===== src/rtl/ccip_rd_requester.sv =====
// CCI-P c0 read requester: issues sequential cache-line reads, tracks in-flight requests, forwards returned lines.
// Optional watchdog (timeout_err port and cycle counter) is built when CCIP_RD_TIMEOUT_EN is defined.

module ccip_rd_requester #(
    parameter int unsigned MAX_OUTSTANDING = 16,
    parameter int unsigned CNT_W           = 16,
    parameter int unsigned TIMEOUT_CYCLES  = 4096
) (
    input  logic             clk,
    input  logic             rst,
    input  logic             start,
    input  logic [41:0]      base_addr,
    input  logic [CNT_W-1:0] num_lines,
    output logic             busy,
    output logic             done,
    output logic             tx_c0_valid,
    output logic [41:0]      tx_c0_addr,
    output logic [15:0]      tx_c0_mdata,
    input  logic             c0_tx_alm_full,
    input  logic             rx_c0_rsp_valid,
    input  logic [15:0]      rx_c0_mdata,
    input  logic [511:0]     rx_c0_data,
    output logic             out_valid,
    output logic [CNT_W-1:0] out_idx,
    output logic [511:0]     out_data
`ifdef CCIP_RD_TIMEOUT_EN
    ,
    output logic             timeout_err
`endif
);

    localparam int unsigned ADDR_W = 42;
    localparam int unsigned TAG_W  = 16;
    localparam int unsigned DATA_W = 512;
    localparam int unsigned OUT_W  = $clog2(MAX_OUTSTANDING) + 1;

    if (MAX_OUTSTANDING < 2 || MAX_OUTSTANDING > 64 ||
        (MAX_OUTSTANDING & (MAX_OUTSTANDING - 1)) != 0 || TIMEOUT_CYCLES == 0) begin : g_param_check
        $error("ccip_rd_requester: illegal parameter value");
    end

    typedef enum logic [1:0] {S_IDLE, S_ISSUE, S_DRAIN, S_DONE} state_t;

    state_t              state_q, state_d;
    logic [ADDR_W-1:0]   base_q, base_d;
    logic [CNT_W-1:0]    num_q, num_d;
    logic [CNT_W-1:0]    issued_q, issued_d;
    logic [CNT_W-1:0]    rcvd_q, rcvd_d;
    logic [OUT_W-1:0]    outst_q, outst_d;
    logic                busy_q, done_q, txv_q, ov_q;
    logic [ADDR_W-1:0]   txa_q;
    logic [TAG_W-1:0]    txm_q;
    logic [CNT_W-1:0]    oidx_q;
    logic [DATA_W-1:0]   odata_q;

    logic                issue_c;
    logic                rsp_acc_c;
    logic [ADDR_W-1:0]   issue_addr_c;
    logic [CNT_W-1:0]    issue_tag_c;

`ifdef CCIP_RD_TIMEOUT_EN
    localparam int unsigned TO_W = $clog2(TIMEOUT_CYCLES + 1);
    logic [TO_W-1:0]     to_cnt_q, to_cnt_d;
    logic                err_q, err_d;
    logic                to_hit_c;
`endif

    // Next-state, issue decision and response acceptance
    always_comb begin
        state_d      = state_q;
        base_d       = base_q;
        num_d        = num_q;
        issued_d     = issued_q;
        rcvd_d       = rcvd_q;
        issue_c      = 1'b0;
        issue_addr_c = base_q + ADDR_W'(issued_q);
        issue_tag_c  = issued_q;
        rsp_acc_c    = rx_c0_rsp_valid && (state_q != S_IDLE) && (outst_q != '0);
        if (rsp_acc_c) begin
            rcvd_d = rcvd_q + CNT_W'(1);
        end

        case (state_q)
            S_IDLE: begin
                if (start) begin
                    base_d   = base_addr;
                    num_d    = num_lines;
                    issued_d = '0;
                    rcvd_d   = '0;
                    if (num_lines == '0) begin
                        state_d = S_DONE;
                    end else begin
                        state_d = S_ISSUE;
                        // The first request leaves straight from the start cycle
                        if (!c0_tx_alm_full) begin
                            issue_c      = 1'b1;
                            issue_addr_c = base_addr;
                            issue_tag_c  = '0;
                            issued_d     = CNT_W'(1);
                        end
                    end
                end
            end
            S_ISSUE: begin
                if (!c0_tx_alm_full && (outst_q < OUT_W'(MAX_OUTSTANDING)) && (issued_q < num_q)) begin
                    issue_c  = 1'b1;
                    issued_d = issued_q + CNT_W'(1);
                end
                if (issued_d == num_q) begin
                    state_d = (rcvd_d == num_q) ? S_DONE : S_DRAIN;
                end
            end
            S_DRAIN: begin
                if (rcvd_d == num_q) begin
                    state_d = S_DONE;
                end
            end
            S_DONE:  state_d = S_IDLE;
            default: state_d = S_IDLE;
        endcase

        outst_d = outst_q + OUT_W'(issue_c) - OUT_W'(rsp_acc_c);

`ifdef CCIP_RD_TIMEOUT_EN
        to_cnt_d = (rsp_acc_c || (outst_q == '0)) ? '0 : to_cnt_q + TO_W'(1);
        err_d    = err_q;
        to_hit_c = ((state_q == S_ISSUE) || (state_q == S_DRAIN)) && (outst_q != '0) &&
                   !rsp_acc_c && (to_cnt_q == TO_W'(TIMEOUT_CYCLES - 1));
        // Watchdog abandons the in-flight requests so the counter stops
        if (to_hit_c) begin
            state_d  = S_DONE;
            issue_c  = 1'b0;
            issued_d = issued_q;
            outst_d  = '0;
            to_cnt_d = '0;
            err_d    = 1'b1;
        end
`endif
    end

    always_ff @(posedge clk) begin
        if (rst) begin
            state_q  <= S_IDLE;
            base_q   <= '0;
            num_q    <= '0;
            issued_q <= '0;
            rcvd_q   <= '0;
            outst_q  <= '0;
            busy_q   <= 1'b0;
            done_q   <= 1'b0;
            txv_q    <= 1'b0;
            txa_q    <= '0;
            txm_q    <= '0;
            ov_q     <= 1'b0;
            oidx_q   <= '0;
            odata_q  <= '0;
`ifdef CCIP_RD_TIMEOUT_EN
            to_cnt_q <= '0;
            err_q    <= 1'b0;
`endif
        end else begin
            state_q  <= state_d;
            base_q   <= base_d;
            num_q    <= num_d;
            issued_q <= issued_d;
            rcvd_q   <= rcvd_d;
            outst_q  <= outst_d;
            busy_q   <= (state_d != S_IDLE);
            done_q   <= (state_q == S_DONE);
            txv_q    <= issue_c;
            if (issue_c) begin
                txa_q <= issue_addr_c;
                txm_q <= TAG_W'(issue_tag_c);
            end
            ov_q <= rsp_acc_c;
            if (rsp_acc_c) begin
                oidx_q  <= CNT_W'(rx_c0_mdata);
                odata_q <= rx_c0_data;
            end
`ifdef CCIP_RD_TIMEOUT_EN
            to_cnt_q <= to_cnt_d;
            err_q    <= err_d;
`endif
        end
    end

    assign busy        = busy_q;
    assign done        = done_q;
    assign tx_c0_valid = txv_q;
    assign tx_c0_addr  = txa_q;
    assign tx_c0_mdata = txm_q;
    assign out_valid   = ov_q;
    assign out_idx     = oidx_q;
    assign out_data    = odata_q;
`ifdef CCIP_RD_TIMEOUT_EN
    assign timeout_err = err_q;
`endif

endmodule


===== config.mk =====
export PLATFORM = sky130hd
export DESIGN_NAME = ccip_rd_requester
export DESIGN_NICKNAME = d
export VERILOG_FILES = /design/src/rtl/ccip_rd_requester.sv
export SDC_FILE = /design/constraint.sdc
export NUM_CORES = 2
export LEC_CHECK = 0
export BUFFER_PORTS_ARGS = -buffer_cell sky130_fd_sc_hd__buf_2
export CORE_AREA = 2 2 459 461
export CTS_CLUSTER_SIZE = 40
export DETAILED_ROUTE_END_ITERATION = 8
export DIE_AREA = 0 0 461 463
export GPL_TIMING_DRIVEN = 0
export MAX_ROUTING_LAYER = met4
export PLACE_DENSITY = 0.41
export SKIP_LAST_GASP = 1
export SLEW_MARGIN = 20
export SYNTH_ARGS = -nofsm -noshare
export SYNTH_HDL_FRONTEND = slang
export SYNTH_SLANG_ARGS = --single-unit
export TNS_END_PERCENT = 30

===== constraint.sdc =====
create_clock -name clk -period 4.5 [get_ports clk]
set_clock_uncertainty 0.15 [all_clocks]
set_input_delay 0.225 -clock clk [delete_from_list [all_inputs] [get_ports clk]]
set_output_delay 0.225 -clock clk [all_outputs]
set_load 0.01 [all_outputs]

# [Yosys cells after proc, flatten, opt, wreduce, memory -nomap -nowiden]
# Cells that the tools add are included.
[totals] regBits=687 input_bits=591 out_inout_bits=590 elab_cells=68
[classes] add_sub_neg=5 order_cmp=2 eq_ne=6 n_mux=28 reduce_logical=13
[ops] op="2-to-1 mux 42 bit" n=4
[ops] op="2-to-1 mux 16 bit" n=10
[ops] op="adder 42 x 16 -> 42 bit" n=1
[ops] op="adder 16 x 1 -> 16 bit, second input constant" n=2
[ops] op="equality test 16 bit" n=2
[ops] op="one-hot mux 16 bit (2 select lines)" n=1
[ops] op="logical NOT 16 bit" n=1
[ops] op="less-than comparator 16 bit" n=1
[ops] op="2-to-1 mux 2 bit" n=4
[ops] op="one-hot mux 2 bit (4 select lines)" n=1
[ops] op="2-to-1 mux 1 bit" n=7
[ops] op="nonzero test 2 bit" n=3
[ops] op="adder 5 x 1 -> 5 bit" n=1
[ops] op="less-than comparator 5 bit, second input constant" n=1
[ops] op="nonzero test 5 bit" n=1
[ops] op="subtractor 5 x 1 -> 5 bit" n=1
[ops] op="equality test 2 bit, second input constant" n=2
[ops] op="logical AND 1 bit" n=4
[ops] op="AND reduction 2 bit" n=2
[ops] op="equality test 2 x 1 -> 1 bit, second input constant" n=1
[ops] op="logical NOT 2 bit" n=1
[ops] op="!= test 2 bit, second input constant" n=1
[ops] op="one-hot mux 1 bit (2 select lines)" n=1
[ops] op="logical NOT 1 bit" n=1

# [Logic depth before layout (Yosys ltp)]
[logic_depth] depth_word=9 mapped_depth=19 depth_no_buf=17

# [Least setup slack after synthesis]
# OpenSTA, ideal clock, no wires.
[synth_timing] kind="reg2reg" start="register num_q[4]" end="register outst_q[4]" setup_time_ns=0.132 arrival_time_ns=3.313 required_time_ns=4.218 setup_slack_ns=0.905 stages_incl_launch_ff=20 path_buffers=2 period_less_slack_ns=3.595 path_cell_list="dfxtp_1 -> clkbuf_1 -> inv_1 -> ha_1 -> nand2_1 -> nor3_1 -> a21oi_1 -> o211a_1 -> nor2_1 -> clkbuf_1 -> ha_1 -> inv_1 -> ha_1 -> inv_1 -> fa_1 -> inv_1 -> a21oi_1 -> nor2_1 -> or3_1 -> a21oi_1"
[synth_between] elab_chain_len=6
[synth_rtl] item="start: declaration" line="46" rtl="logic [CNT_W-1:0] num_q, num_d;"
[synth_rtl] item="start signal: assignment" line="164" rtl="num_q <= num_d;"
[synth_rtl] item="less-than comparator 16 bit" line="105" rtl="if (!c0_tx_alm_full && (outst_q < OUT_W'(MAX_OUTSTANDING)) && (issued_q < num_q)) begin"
[synth_rtl] item="logical AND 1 bit" line="105"
[synth_rtl] item="2-to-1 mux 1 bit" line="105"
[synth_rtl] item="one-hot mux 1 bit (2 select lines)" line="83" rtl="case (state_q)"
[synth_rtl] item="adder 5 x 1 -> 5 bit" line="122" rtl="outst_d = outst_q + OUT_W'(issue_c) - OUT_W'(rsp_acc_c);"
[synth_rtl] item="subtractor 5 x 1 -> 5 bit" line="122"
[synth_rtl] item="end signal: assignment" line="167" rtl="outst_q <= outst_d;"
[synth_rtl] item="end: declaration" line="49" rtl="logic [OUT_W-1:0] outst_q, outst_d;"
# Every way passes these cells.
# A chain may end at the register's enable or synchronous reset.

# [Final worst setup path]
[layout_timing] start="register num_q[2]" end="register outst_q[4]"
# The elaborated chain is that of the path after synthesis.

==> impl_metrics.ini <==
[setup_path]
worstPathCellList = inv_1, ha_1, a211oi_1, o21ai_0, a21oi_1, o211a_1, nor2_4, clkbuf_4, ha_1, inv_1, ha_1, inv_1, fa_1, inv_1, a21oi_1, nor2_1, or3_1, a21oi_1
timing.rr.end = outst_q[4]
path_common_cell = inv_1
r2r_slack_ns = 0.33
worst-setup-path-type = reg2reg
worstSetupEndpointType = flip-flop
cp_slowest_cell = dfxtp_1
path_buf_inv = 5
critical_path_peak_fanout = 10
worstReg2RegStart = num_q[2]
crit_arrival_ns = 4.63
crit_family = compound AO/OA/AOI/OAI gates
start_kind = flip-flop
worst-r2r-cell-count = 18
max_stage_delay_ns = 0.50
worstPathRequired_ns = 4.96

[global_routing]
grt_use_total_pct = 18.4
antenna_found_initial = 61
grt_pass1_wl_mm = 267
grt_max_degree = 14
overflow = 0
first_global_vias = 32484

[yosys]
ys_warn_count = 0
synth_seq_cells = 687
synth_mux_area_share_pct = 0.0739
synth_area_leaders = dfxtp_1, nand2_1, a21oi_1
yosys.area_share.adder_pct = 1.95
synth_cell_types = 77
synth.largest_area_cell = dfxtp_1
synth_flop_cell = dfxtp_1
syn-num-nets = 4117
seq_area_frac_synth_pct = 50.8
synth_edf_count = 0
synth_compound_area_share_pct = 17.5
ys_top_cells_by_count = nand2_1, dfxtp_1, a21oi_1
yosysTopAreaCellShare_pct = 50.8
synth_top_family_by_area = simple AND/OR/NAND/NOR gates
synth_area_um2 = 27100
synthXorXnorAreaFrac_pct = 2.31
synthCells = 3485
synthArstFlopShare_pct = 0
synthSimpleGateAreaFrac_pct = 23.3
yosysMostFrequentCell = nand2_1
avgSynthCellArea_um2 = 7.78

[timing]
fmax_mhz = 240
slew_headroom_pct = 25.8
hold_violations = 0
min_period_ns = 4.17
rsz0062_at_grt = false
setup_viol = 0
timing.final.crit_share_pct = 92.7
drv_slew = 0
worst_slew_pin_slew_ns = 1.11

[floorplan]
die_width_um = 461
die_area_um2 = 213000
initial_core_util_pct = 13.0
die_h_um = 463
rows = 168
core_area_um2 = 209000
ios = 1181

[cts]
clockBufferDepth = 3
cts_tree = yes
cts_htree_levels = 3
clk_latency_ns = 0.72
root_buffer = clkbuf_16
clk_pin_slew_ns = 0.06
cts.sinks = 687
numCtsBuffers = 90

[min_path]
holdPathEnd = out_data[411]
min_path_cells = 4
hp-class = in2reg
hold_start = rx_c0_data[411]

[cells_and_area]
final.fill_count = 23612
final_layout_size_suffix_gt1_share_pct = 25.5
nets = 5980
stdcell_count = 8258
synthToLayoutAreaGrowth_pct = 68.1
final_cell_area_um2 = 45600

[placement]
gp_congestion = 0.993
dpl-instance-area_um2 = 36500
io_buffer_count = 1180
placedCellCount = 7470
dp_hpwl_mm = 165

[drt]
first_pass_iters = 6
num_vias = 32911
ant_nets = 0
drtIter0Drc = 2138
drt_wl_total_mm = 199
drt-vias-per-instance = 3.99
route.detailed.drc = 0
wl_per_cell_um = 24.1

[pwr]
netSwitchingPower_w = 0.00759
seq_power_share_pct = 35.9
power_frac_clock_pct = 36.3
power.total_w = 0.0207
comb_power_share_pct = 27.8
powerDensity_nw_per_um2 = 454
internal-power_w = 0.0131
p_leak_nw = 18.8
p_sw_share_pct = 36.7
peakVddDrop_mv = 0.269

[flow_run]
max_cap_violations = 0

[outcome]
status = completed
[area by class of cell]
type	instances	area, um^2	area share [%]
multi-input cells	2510	12200	26.9
clock inverters	37	420	0.923
repair buffers	1771	11800	26.0
clock buffers	126	2600	5.71
plain buffers	253	997	2.19
inverters	35	131	0.288
well taps	2805	3510	7.70
flip-flops and latches	687	13800	30.2
diodes	34	85.1	0.187
[routing by layer]
layer	routed length (um)	GRT usage, %	vias to the layer above
met4	3980	3.92	0
li1	-	-	15429
met5	0	-	-
met3	16200	4.98	213
met1	85400	22.5	15911
met2	93600	30.1	1358
[cell families (layout without fill, tap and decap cells)]
| logic type | after synthesis | after routing |
|---|---|---|
| AO/OA/AOI/OAI | 849 | 849 |
| other | 0 | 34 |
| flip-flops | 687 | 687 |
| multiplexers | 2 | 2 |
| adder cells (fa/ha/maj) | 41 | 41 |
| XOR/XNOR | 69 | 69 |
| AND/OR/NAND/NOR | 1549 | 1549 |
| buffers and inverters | 288 | 2222 |
[what timing repair did]
action	4_1_cts	5_1_grt
setup endpoints to repair	2	2
hold endpoints to repair	637	0
hold buffers	590	0
buffers inserted	0	0
resized for setup	2	4
[sequential cells by signal, indices dropped and copies added, names as in the netlist, 2 cells and up]
| register | count |
|---|---|
| base_q | 42 |
| num_q | 16 |
| outst_q | 5 |
| tx_c0_mdata | 16 |
| issued_q | 16 |
| out_data | 512 |
| rcvd_q | 16 |
| state_q | 2 |
| tx_c0_addr | 42 |
| out_idx | 16 |
[power groups by stage]
stage / clock network (W) / logic [W] / registers, W
finish: 0.00751 / 0.00575 / 0.00742
global route: 0.00798 / 0.00624 / 0.00750
CTS: 0.00774 / 0.00581 / 0.00741
detailed placement: 0 / 0.00532 / 0.00753
global placement: 0 / 0.00532 / 0.00751
floorplan: 0 / 0.00222 / 0.00769
[tightest hold or removal path: stages]
cell           delay (ns)
dlygate4sd3_1        0.53
buf_2                0.12
nand2_1              0.05
a21oi_1              0.05
[cells in the final DEF (no fill, tap or decap), types with 32 or more instances in the layout]
master / count
nor3_1: 32
dfxtp_1: 687
inv_1: 34
nand2_1: 1268
dlygate4sd3_1: 590
clkbuf_1: 227
clkbuf_16: 92
xnor2_1: 47
buf_2: 1204
ha_1: 39
o21ai_0: 37
nand3_1: 57
diode_2: 34
nor2_1: 78
a21oi_1: 659
[how the worst max path moves through the flow]
stage                  to  cells past startpoint          from
3_5_place_dp   outst_q[4]                     16  num_lines[4]
2_1_floorplan  outst_q[4]                     19      num_q[4]
5_1_grt        outst_q[4]                     18      num_q[7]
6_report       outst_q[4]                     18      num_q[2]
4_1_cts        outst_q[4]                     18      num_q[7]
3_3_place_gp   outst_q[4]                     16  num_lines[3]
[stage by stage]
stage | utilization (%) | TNS (ns) | setup WS, ns | hold slack, ns
final | 21.9 | 0 | 0.327 | 0.137
after global routing | 21.8 | 0 | 0.0319 | 0.0962
after CTS | 21.8 | 0 | 0.0223 | 0.0424
after detailed placement | 17.5 | -0.757 | -0.409 | 0.293
after global placement | 17.5 | -0.989 | -0.450 | 0.290
after floorplan | - | 0 | 0.905 | 0.211
No activity file was read; power rests on OpenSTA's default activity.
